`config.mk`:
```
export PLATFORM = sky130hd
export DESIGN_NAME = qos_traffic_seq
export DESIGN_NICKNAME = d
export VERILOG_FILES = /design/src/rtl/qos_traffic_seq.sv
export SDC_FILE = /design/constraint.sdc
export NUM_CORES = 1
export LEC_CHECK = 0
export ABC_AREA = 1
export CAP_MARGIN = 20
export CORE_MARGIN = 2
export CORE_UTILIZATION = 35
export DETAILED_ROUTE_END_ITERATION = 10
export PLACE_DENSITY = 0.68
export REMOVE_ABC_BUFFERS = 1
export SLEW_MARGIN = 40
export SYNTH_ARGS = -nofsm -noshare
export SYNTH_HDL_FRONTEND = slang
export SYNTH_SLANG_ARGS = --single-unit
```
`constraint.sdc`:
```
create_clock -name clk -period 4.3 [get_ports clk]
set_clock_uncertainty 0.15 [all_clocks]
set_input_delay 1.29 -clock clk [delete_from_list [all_inputs] [get_ports clk]]
set_output_delay 1.29 -clock clk [all_outputs]
set_load 0.05 [all_outputs]
```
`src/rtl/qos_traffic_seq.sv`:
```
// qos_traffic_seq: scripted QoS stimulus pass with cycle-by-cycle cross-check of two DUT copies.
// Define QOS_SEQ_LFSR_PAYLOAD_EN to draw the pushed payload from a Fibonacci LFSR instead of seed + k.
module qos_traffic_seq #(
  parameter int DATA_W = 12,
  parameter int NUM_CH = 4,
  parameter int SEL_W  = 2,
  parameter int CNT_W  = 8,
  parameter int IDX_W  = 3,
  parameter int LEN_W  = 8,
  parameter int UMB_W  = 4
) (
  input  logic                     clk,
  input  logic                     reset,
  input  logic                     start,
  input  logic [LEN_W-1:0]         cfg_burst_len,
  input  logic [LEN_W-1:0]         cfg_wait,
  input  logic [LEN_W-1:0]         cfg_pop_len,
  input  logic [UMB_W-1:0]         cfg_umbral_high,
  input  logic [UMB_W-1:0]         cfg_umbral_low,
  input  logic [DATA_W-SEL_W-1:0]  cfg_seed,
  output logic                     push,
  output logic [DATA_W-1:0]        data_in,
  output logic [NUM_CH-1:0]        pop,
  output logic                     init,
  output logic [UMB_W-1:0]         umbralHigh,
  output logic [UMB_W-1:0]         umbralLow,
  output logic                     req,
  output logic [IDX_W-1:0]         idx,
  input  logic                     valid,
  input  logic                     valid_sint,
  input  logic [CNT_W-1:0]         data,
  input  logic [CNT_W-1:0]         data_sint,
  input  logic                     active_out,
  input  logic                     active_out_sint,
  input  logic                     idle_out,
  input  logic                     idle_out_sint,
  input  logic [NUM_CH*DATA_W-1:0] fifo_dout,
  input  logic [NUM_CH*DATA_W-1:0] fifo_dout_sint,
  output logic                     busy,
  output logic                     done,
  output logic                     mismatch,
  output logic [7:0]               mismatch_cnt
);
  localparam int PW = DATA_W - SEL_W;
  localparam logic [LEN_W-1:0] ONE = LEN_W'(1);
  typedef enum logic [2:0] {IDLE, CONFIG, PUSH, WAIT, DRAIN, READ, DONE} state_t;
  state_t state, nxt, to_wait, to_drain;
  logic [LEN_W-1:0] cnt, nxt_cnt, burst_q, wait_q, pop_q;
  logic [PW-1:0] seed_q, pay;
  logic take, mis, init_d, push_d, req_d, done_d, busy_d;
  logic [DATA_W-1:0] data_d;
  logic [NUM_CH-1:0] pop_d;
  logic [IDX_W-1:0] idx_d;
  assign take = state == IDLE && start;
  assign to_drain = pop_q != '0 ? DRAIN : READ;
  assign to_wait = wait_q != '0 ? WAIT : to_drain;
  assign mis = (fifo_dout != fifo_dout_sint) | (valid != valid_sint) | (active_out != active_out_sint)
             | (idle_out != idle_out_sint) | (valid & (data != data_sint));
`ifdef QOS_SEQ_LFSR_PAYLOAD_EN
  function automatic logic [31:0] taps(input int w);
    case (w)
      4:       taps = 32'h00c;
      5:       taps = 32'h014;
      6:       taps = 32'h030;
      7:       taps = 32'h060;
      8:       taps = 32'h0b8;
      9:       taps = 32'h110;
      10:      taps = 32'h240;
      11:      taps = 32'h500;
      12:      taps = 32'h829;
      default: taps = 32'd3 << (w - 2);
    endcase
  endfunction
  localparam logic [PW-1:0] TAPS = PW'(taps(PW));
  logic [PW-1:0] lfsr;
  // lfsr holds the previously pushed payload; outside PUSH it tracks the (nonzero) seed
  always_ff @(posedge clk) lfsr <= pay;
  assign pay = state == PUSH ? {lfsr[PW-2:0], ^(lfsr & TAPS)} : (seed_q == '0 ? PW'(1) : seed_q);
`else
  assign pay = seed_q + PW'(nxt_cnt);
`endif
  always_ff @(posedge clk) begin
    if (reset) begin
      state <= IDLE;
      cnt <= '0;
      {burst_q, wait_q, pop_q, seed_q} <= '0;
      {push, data_in, pop, init, req, idx, busy, done} <= '0;
      {umbralHigh, umbralLow, mismatch, mismatch_cnt} <= '0;
    end else begin
      state <= nxt;
      cnt <= nxt_cnt;
      {push, data_in, pop, init, req, idx, busy, done} <= {push_d, data_d, pop_d, init_d, req_d, idx_d, busy_d, done_d};
      if (take) begin
        {burst_q, wait_q, pop_q, seed_q} <= {cfg_burst_len, cfg_wait, cfg_pop_len, cfg_seed};
        {umbralHigh, umbralLow} <= {cfg_umbral_high, cfg_umbral_low};
        mismatch <= 1'b0;
        mismatch_cnt <= '0;
      end else if (busy && mis) begin
        mismatch <= 1'b1;
        mismatch_cnt <= mismatch_cnt + {7'd0, mismatch_cnt != 8'hff};
      end
    end
  end
  // zero-length phases fall through to the next non-empty phase without spending a cycle
  always_comb begin
    nxt = state;
    case (state)
      IDLE:    nxt = start ? CONFIG : IDLE;
      CONFIG:  nxt = cnt[0] ? (burst_q != '0 ? PUSH : to_wait) : CONFIG;
      PUSH:    nxt = cnt == burst_q - ONE ? to_wait : PUSH;
      WAIT:    nxt = cnt == wait_q - ONE ? to_drain : WAIT;
      DRAIN:   nxt = cnt == pop_q - ONE ? READ : DRAIN;
      READ:    nxt = cnt == LEN_W'(NUM_CH) ? DONE : READ;
      default: nxt = IDLE;
    endcase
    nxt_cnt = nxt != state ? '0 : (cnt == '1 ? cnt : cnt + ONE);
  end
  always_comb begin
    init_d = nxt == CONFIG && nxt_cnt == '0;
    push_d = nxt == PUSH;
    data_d = push_d ? {nxt_cnt[SEL_W-1:0], pay} : '0;
    pop_d = nxt == DRAIN ? '1 : '0;
    req_d = nxt == READ;
    idx_d = req_d ? IDX_W'(nxt_cnt) : '0;
    done_d = nxt == DONE;
    busy_d = nxt != IDLE;
  end
endmodule

```
**Word-level counts from Yosys, hierarchy flattened**

Index checks and enable logic that the tools add are counted.
Widths: inputs -> output; s select.

- $add $sub $neg: 6
- $mul: 0
- Div/mod/pow operators: 0
- Order comparisons: 0
- Eq/ne operators: 22
- Shifts and indexed selects: 0
- Multiplexer cells: 13
- Bitwise operators: 7
- Reduce and logical (&&, ||, !) cells: 12

Operator list:

| cell | number |
|---|---|
| $ne 48x48->1 | 1 |
| $eq 8x8->1 | 3 |
| $reduce_bool 8->1 | 3 |
| $sub 8x1->8 const B | 3 |
| $pmux 3 s6 | 1 |
| $mux 8 | 2 |
| $eq 3x3->1 const B | 5 |
| $mux 3 | 5 |
| $add 10x8->10 | 1 |
| $eq 3x2->1 const B | 3 |
| $add 8x1->8 | 1 |
| $add 8x1->8 const B | 1 |
| $eq 8x3->1 const B | 1 |
| $eq 8x8->1 const B | 1 |
| $logic_not 8->1 | 1 |
| $ne 8x8->1 | 1 |
| $ne 8x8->1 const B | 1 |
| $eq 3x1->1 const B | 2 |
| $reduce_or 2->1 | 3 |
| $mux 4 | 1 |
| $or 1x1->1 | 4 |
| $logic_and 1x1->1 | 3 |
| $logic_not 3->1 | 1 |
| $mux 1 | 3 |
| 6 further kinds | 9 |

- Register bits after elaboration: 86
- Latch bits: 0
- RAM bits: 0
- Memory bits (read-only): 0
- Input port bits: 163
- Memories: 0

**Logic depth before layout (Yosys ltp)**

Gate-level depths: netlist of the first run.

- Depth after elaboration: 10
- Depth in mapped cells: 29

**Least setup slack after synthesis of the first run**

Ideal clock, no wire load.

- Path type: input -> register
- Start point: input start
- End point: register data_in[6]
- Arrival: 3.575 ns
- Required time: 4.033 ns
- Setup slack: 0.459 ns
- Stages on the path: 21
- Path buffers: 0
- Path through: nand4_1 -> nand2_1 -> nor2_1 -> nand2_2 -> nor2_4 -> nand3_4 -> nand2_2 -> nand2_4 -> nor2_8 -> nand3_4 -> inv_1 -> ha_1 -> fa_1 -> inv_1 -> o31ai_1 -> inv_1 -> nor2_1 -> o21ai_0 -> nand2_1 -> xnor2_1 -> nor2_1

- Cells in the longest elaborated chain, start to end: 5
- Elaborated cells between the ends (all ways): 8
- Those cells by class: 1 x add/sub; 2 x eq/ne; 3 x mux; 1 x bitwise; 1 x reduce/logical

Ends and longest elaborated chain:

| element | line | text |
|---|---|---|
| from (decl) | 14 | `input logic start,` |
| $mux 1 | 108 | `IDLE: nxt = start ? CONFIG : IDLE;` |
| $pmux 3 s6 | 107 | `case (state)` |
| $ne 3x3->1 | 116 | `nxt_cnt = nxt != state ? '0 : (cnt == '1 ? cnt : cnt + ONE);` |
| $mux 8 | 116 |  |
| named net nxt_cnt[0] | 48 | `logic [LEN_W-1:0] cnt, nxt_cnt, burst_q, wait_q, pop_q;` |
| $add 10x8->10 | 80 | `assign pay = seed_q + PW'(nxt_cnt);` |
| to (signal assigned) | 92 | `{push, data_in, pop, init, req, idx, busy, done} <= {push_d, data_d, pop_d, init_d, req_d, idx_d, busy_d, done ...` |
| to (decl) | 22 | `output logic [DATA_W-1:0] data_in,` |

The timed path passes the listed nets, and every way through them passes these cells.
A chain may end at the register's enable or synchronous reset.

**Worst setup path after layout of the first run**

- Start point: input start
- End point: register data_in[9]

Same word-level chain as after synthesis.

==> qor.yml, run 1 <==
path_clk_slew_ps: 70
nets: 1172
cp-end-kind: "register"
clk_path_buf_depth: 2
grt_pass1_wl_mm: 24.3
cts_root_buffer: "clkbuf_16"
setup.worst_path.class: "primary input to register"
ant_nets: 0
postSynth.asyncResetShare_pct: 0
clock-sinks: 83
diodes: 0
cts_buffers: 9
io_buffers: 203
crit_top_cell: "nand2_1"
dieArea_um2: 16600
min_from: "mismatch"
drive_above_1_share_pct: 7.83
fillCellCount: 1487
grt_pass1_vias: 5170
cp-start-kind: "primary input"
cp_slowest_stage_delay_ps: 440
die_y_um: 129
rows: 45
wl_mm: 15.8
fin_crit_ps: 3960
hold_buffers: 0
die_width_um: 129
powerDensity_nw_per_um2: 333
r2r_cells: 24
postSynthAreaPerCell_um2: 6.91
wl_met2_mm: 7.68
cts.htree.levels: 3
synth-seq-cells: 83
clk-insertion-delay-late_ps: 340
crit_arrival_ps: 4050
synth_edf_count: 0
wl_met3_mm: 1.32
drt_iter0_drc: 217
power_mw: 2.67
dr.pass1.iters: 5
relSlewSlack_pct: 59.7
worst_pin_slew_ps: 604
vias: 5594
crit_path_top_delay_cell: "clkdlybuf4s50_1"
worstReg2RegEnd: "data_in[9]"
timing.fmax_ghz: 0.253
placed_cells: 1168
gp_congestion: 0.901
hold-worst-slack_ps: 304
grt_max_degree: 61
antenna_found_initial: 0
cp_top_family: "simple AND/OR/NAND/NOR gates"
crit_required_ps: 4390
multi_input_area_um2: 3330
yosysSeqAreaShare_pct: 30.4
crit_fanout: 5
r2r_setup_slack_ps: 600
ys.flop_type: "dfxtp_1"
drv_cap: 0
avgRoutedWirePerCell_um: 13.4
setup_viol_count_final: 0
synth_cells: 790
finalHoldViolCount: 0
overflow: 0
syn2layout_area_growth_pct: 46.7
cts_tree: "yes"
rsz0062_at_grt: "false"
core_area_um2: 15200
wl_met1_mm: 6.39
path_buf_inv: 3
viasPerCell: 4.72
tns_ps: 0
ir_drop_uv: 240
ys_types: 41
grt_util_all_layers_pct: 18.5
status: "finished, final reports clean"
yosysWarnings: 0
syn_area_um2: 5460
route.top_layer_used: "met4"
worst_hold_path.num_cells: 2
crit_chain: "clkdlybuf4s50_1 -> nand4_1 -> nand2_1 -> nor2_1 -> nand2_2 -> nor2_4 -> nand3_4 -> nor2_2 -> nor2_8 -> nand3_2 -> inv_1 -> ha_1 -> inv_1 -> o21bai_1 -> nand3_1 -> nand2_1 -> nand3_1 -> nand2_1 -> nand2_1 -> a21oi_1 -> nand2_1 -> nand2_1 -> nor2_1"
finalCritPeriodShare_pct: 92.1
hold_end: "mismatch"
ios: 204
fin_cells: 1184
initial_utilization_pct: 35.9
hold_path_class: "register to register"
p_leak_nw: 3.37
dp_hpwl_mm: 12.6
slew_violations: 0
drc: 0
timing.rr.start: "cnt[0]"
final-seq-area_um2: 1660
-- final cells by class --
cell class                      count  share of cell area [%]
Sequential cell                    83                    20.7
Inverter                           89                    4.19
Multi-Input combinational cell    591                    41.6
Timing Repair Buffer              217                    26.7
Clock inverter                      7                    1.05
Clock buffer                        9                    2.81
Tap cell                          188                    2.94
-- cell usage in the layout (no fill, tap or decap), types with 14 or more instances in the layout --
| master | instances |
|---|---|
| clkdlybuf4s50_1 | 203 |
| inv_1 | 70 |
| a21oi_1 | 39 |
| nand4_1 | 19 |
| dfxtp_1 | 83 |
| xor2_1 | 41 |
| ha_1 | 17 |
| nor2_1 | 126 |
| nand2_1 | 138 |
| o21ai_0 | 49 |
| nand3_1 | 52 |
| xnor2_1 | 47 |
| buf_4 | 14 |
-- cells in the mapped netlist (13+ instances only) --
cell,count,area (um2)
nor2_1,126,473
o21ai_0,49,245
xnor2_1,47,412
a21oi_1,39,195
nand3_1,52,260
nand2_1,138,518
dfxtp_1,83,1660
xor2_1,41,359
inv_2,13,48.8
clkbuf_1,13,48.8
nand4_1,19,119
inv_1,70,263
ha_1,17,213
-- worst reg2reg max path, cell delays in order, from the launching register on --
cell and delay [ps]:
dfxtp_1 700, ha_1 280, nand2_1 100, nor3_2 150
inv_1 60, nor2_1 150, inv_2 60, nor2_4 160
inv_2 60, o21ai_0 160, inv_1 90, nand3_4 100
inv_1 80, ha_1 280, a21oi_1 60, o21bai_1 200
nand3_1 100, nand2_1 110, nand3_1 80, nand2_1 90
nand2_1 60, a21oi_1 160, nand2_1 70, nand2_1 60
nor2_1 40
-- per-stage QoR --
step                      worst slack, ps  instance area, um2  utilization, %
after floorplan                      -465                5320               -
after global placement              -1.48                7690            50.6
after detailed placement            -65.7                7690            50.6
after CTS                             278                8000            52.7
after global routing                 31.5                8010            52.7
final                                 341                8010            52.7
-- repair_timing --
| action | 4_1_cts | 5_1_grt |
|---|---|---|
| setup endpoints to repair | 0 | 1 |
| buffers inserted | 0 | 0 |
| resized for setup | 0 | 1 |
-- per-layer routing --
layer	up-vias	GRT usage, %
met5	-	0
met4	0	8.18
met2	184	34.4
met3	25	4.28
met1	2454	19.8
li1	2931	-
-- cell families (layout without fill, tap and decap cells) --
kind of cell / after synthesis / after routing / synth area share [%]
flip-flops: 83 / 83 / 30.4
adder cells (fa/ha/maj): 18 / 18 / 4.26
AND/OR/NAND/NOR: 387 / 387 / 33.1
AO/OA/AOI/OAI: 98 / 98 / 9.42
buffers and inverters: 116 / 322 / 8.62
XOR/XNOR: 88 / 88 / 14.1
-- power breakdown --
group          switching (mW)  total [mW]  internal [mW]
Clock                   0.349       0.809          0.460
Combinational           0.511       0.937          0.427
Sequential             0.0817       0.919          0.838
-- sequential cells by signal, summed over array words and instances, names as in the netlist --
signal        count
mismatch_cnt      8
umbralLow         4
wait_q            8
pop_q             8
busy              1
mismatch          1
pop               1
push              1
burst_q           8
state             3
seed_q           10
req               1
done              1
umbralHigh        4
data_in          12
idx               3
cnt               8
init              1
-- worst max-delay path by stage --
stage | start | end | slack [ps] | cells past startpoint
after floorplan | start | data_in[6] | -470 | 20
after global placement | start | data_in[6] | -1 | 22
after detailed placement | start | data_in[6] | -70 | 22
after CTS | start | data_in[6] | 280 | 22
after global routing | start | data_in[9] | 30 | 23
final | start | data_in[9] | 340 | 23
No activity file was read; power rests on OpenSTA's default activity.
==> run 2, diff against run 1 <==
CORE_UTILIZATION = 45   (was 35)
PLACE_DENSITY = 0.83   (was 0.68)
==> run 2 against run 1 <==
Sequential cell count stayed put. Hold slack got worse by 4.4 ps. Design area shrank 0.39%. Critical endpoint is now data_in[6]. Largest power group unchanged.
==> qor.yml, run 2 (synthesis gave the netlist of run 1 again) <==
grt_pass1_wl_mm: 24.4  # +0.43%
finalHoldViolCount: 0  # unchanged
cp-start-kind: "primary input"
syn2layout_area_growth_pct: 46.2
viasPerCell: 5.01  # +6.0%
cts_buffers: 9  # unchanged
r2r_setup_slack_ps: 530  # -70 ps
largest_reg_flops: 12  # unchanged
fillCellCount: 1020  # -31%
nets: 1169  # -0.26%
p_leak_nw: 3.38  # +0.27%
relSlewSlack_pct: 60.5  # +0.82 points
postLayoutCellArea_um2: 7980  # -0.39%
crit_required_ps: 4370  # -20 ps
hold_path_class: "register to register"
die_y_um: 114  # -11%
placed_area_um2: 7620  # -0.96%
overflow: 0  # unchanged
cp-end-kind: "register"
crit_arrival_ps: 4070  # +20 ps
cts.htree.levels: 3  # unchanged
clk-insertion-delay-late_ps: 340  # about the same
drt_iter0_drc: 236  # +8.8%
cts-resized-gates: 0  # unchanged
core_area_um2: 11900  # -22%
wl_mm: 15.6  # -1.1%
drv_cap: 0  # unchanged
rsz0062_at_grt: "false"
drive_above_1_share_pct: 7.55  # -0.28 points
crit_path_top_delay_cell: "clkdlybuf4s50_1"
dp_hpwl_mm: 12.4  # -1.7%
hold-worst-slack_ps: 299  # -4.44 ps
dr.pass1.iters: 4  # -1
grt_util_all_layers_pct: 23.6  # +5.1 points
clock-sinks: 83  # unchanged
cts_tree: "yes"
avgRoutedWirePerCell_um: 13.7  # +2.7%
grt_max_degree: 61  # unchanged
die_width_um: 114  # -11%
post-route-util_pct: 67.0  # +14 points
cts_root_buffer: "clkbuf_16"
vias: 5716  # +2.2%
mostFrequentLayoutCells: "203 x clkdlybuf4s50_1, 138 x nand2_1, 126 x nor2_1"
worst_pin_slew_ps: 592  # -12.4 ps
finalCritPeriodShare_pct: 93.1  # +1.1 points
clk_path_buf_depth: 2  # unchanged
dieArea_um2: 13000  # -22%
fin_crit_ps: 4000  # +45.4 ps
powerDensity_nw_per_um2: 346  # +4.0%
rows: 40  # -11%
final_common_cell: "clkdlybuf4s50_1"
status: "finished, final reports clean"
timing.fmax_ghz: 0.250  # -1.1%
tns_ps: 0  # unchanged
path_clk_slew_ps: 60  # about the same
io_buffers: 203  # unchanged
slew_violations: 0  # unchanged
setup_viol_count_final: 0  # unchanged
initial_utilization_pct: 45.8  # +9.9 points
cp_slowest_stage_delay_ps: 440  # about the same
grt_pass1_vias: 5284  # +2.2%
ant_nets: 0  # unchanged
crit_fanout: 5  # unchanged
setup.worst_path.class: "primary input to register"
antenna_found_initial: 1  # +1
ir_drop_uv: 220  # -8.0%
post_cts.repair.setup_buffers: 0  # unchanged
ios: 204  # unchanged
hold_buffers: 0  # unchanged
drc: 0  # unchanged
crit_chain: "clkdlybuf4s50_1 -> nand4_1 -> nand2_1 -> nor2_1 -> nand2_2 -> nor2_4 -> nand3_4 -> nor2_2 -> nor2_8 -> nand3_4 -> inv_1 -> ha_1 -> fa_1 -> inv_1 -> o31ai_2 -> inv_1 -> nor2_1 -> o21ai_0 -> nand2_1 -> xnor2_1 -> nor2_1"
gp_congestion: 0.950  # +5.5%
-- run 2: cell types whose count changed in the layout (fill, tap and decap cells not counted), sizes merged --
cell	change
inv	-1
diode	+1
buf	-3
clkinvlp	-1
bufinv	+2
-- run 2: critical path, delay by kind of cell --
| kind | cells | cell delay, ps |
|---|---|---|
| buffers and inverters | 4 | 670 |
| AND/OR/NAND/NOR | 12 | 1110 |
| AO/OA/AOI/OAI | 2 | 240 |
| XOR/XNOR | 1 | 140 |
| adder cells (fa/ha/maj) | 2 | 610 |
-- run 2: final cells by class --
| class | instances | area (um2) | share of cell area (%) |
|---|---|---|---|
| Multi-Input combinational cell | 591 | 3330 | 41.8 |
| Timing Repair Buffer | 214 | 2110 | 26.5 |
| Sequential cell | 83 | 1660 | 20.8 |
| Inverter | 89 | 335 | 4.20 |
| Clock buffer | 9 | 225 | 2.82 |
| Tap cell | 147 | 184 | 2.31 |
| Clock inverter | 7 | 124 | 1.55 |
| Antenna cell | 1 | 2.50 | 0.0314 |
-- run 2: final timing paths --
check	from	endpoint	cells past startpoint
worst max register to register	burst_q[0]	data_in[6]	24
worst max-delay path	start	data_in[6]	21
worst min register to register	mismatch	mismatch	2
worst min-delay path	mismatch	mismatch	2
-- run 2: routing by layer --
layer | wire length, um | vias to the layer above | global-route usage, %
li1 | - | 2922 | -
met1 | 5950 | 2580 | 24.9
met2 | 8140 | 186 | 44.2
met3 | 1180 | 28 | 6.41
met4 | 377 | 0 | 9.02
met5 | 0 | - | 0
-- run 2: metrics by stage --
step,total power [mW],std cells,worst slack (ps)
3_3_place_gp,1.85,1124,20.1
6_report,2.76,1141,296
4_1_cts,2.78,1140,262
2_1_floorplan,1.52,763,-465
5_1_grt,2.92,1141,34.2
3_5_place_dp,1.87,1124,-64.6
-- run 2: power by group --
group	internal [mW]	switching [mW]	leakage, nW
clock	0.573	0.327	0.172
combinational	0.424	0.517	2.53
sequential	0.838	0.0818	0.680
total	1.84	0.926	3.38
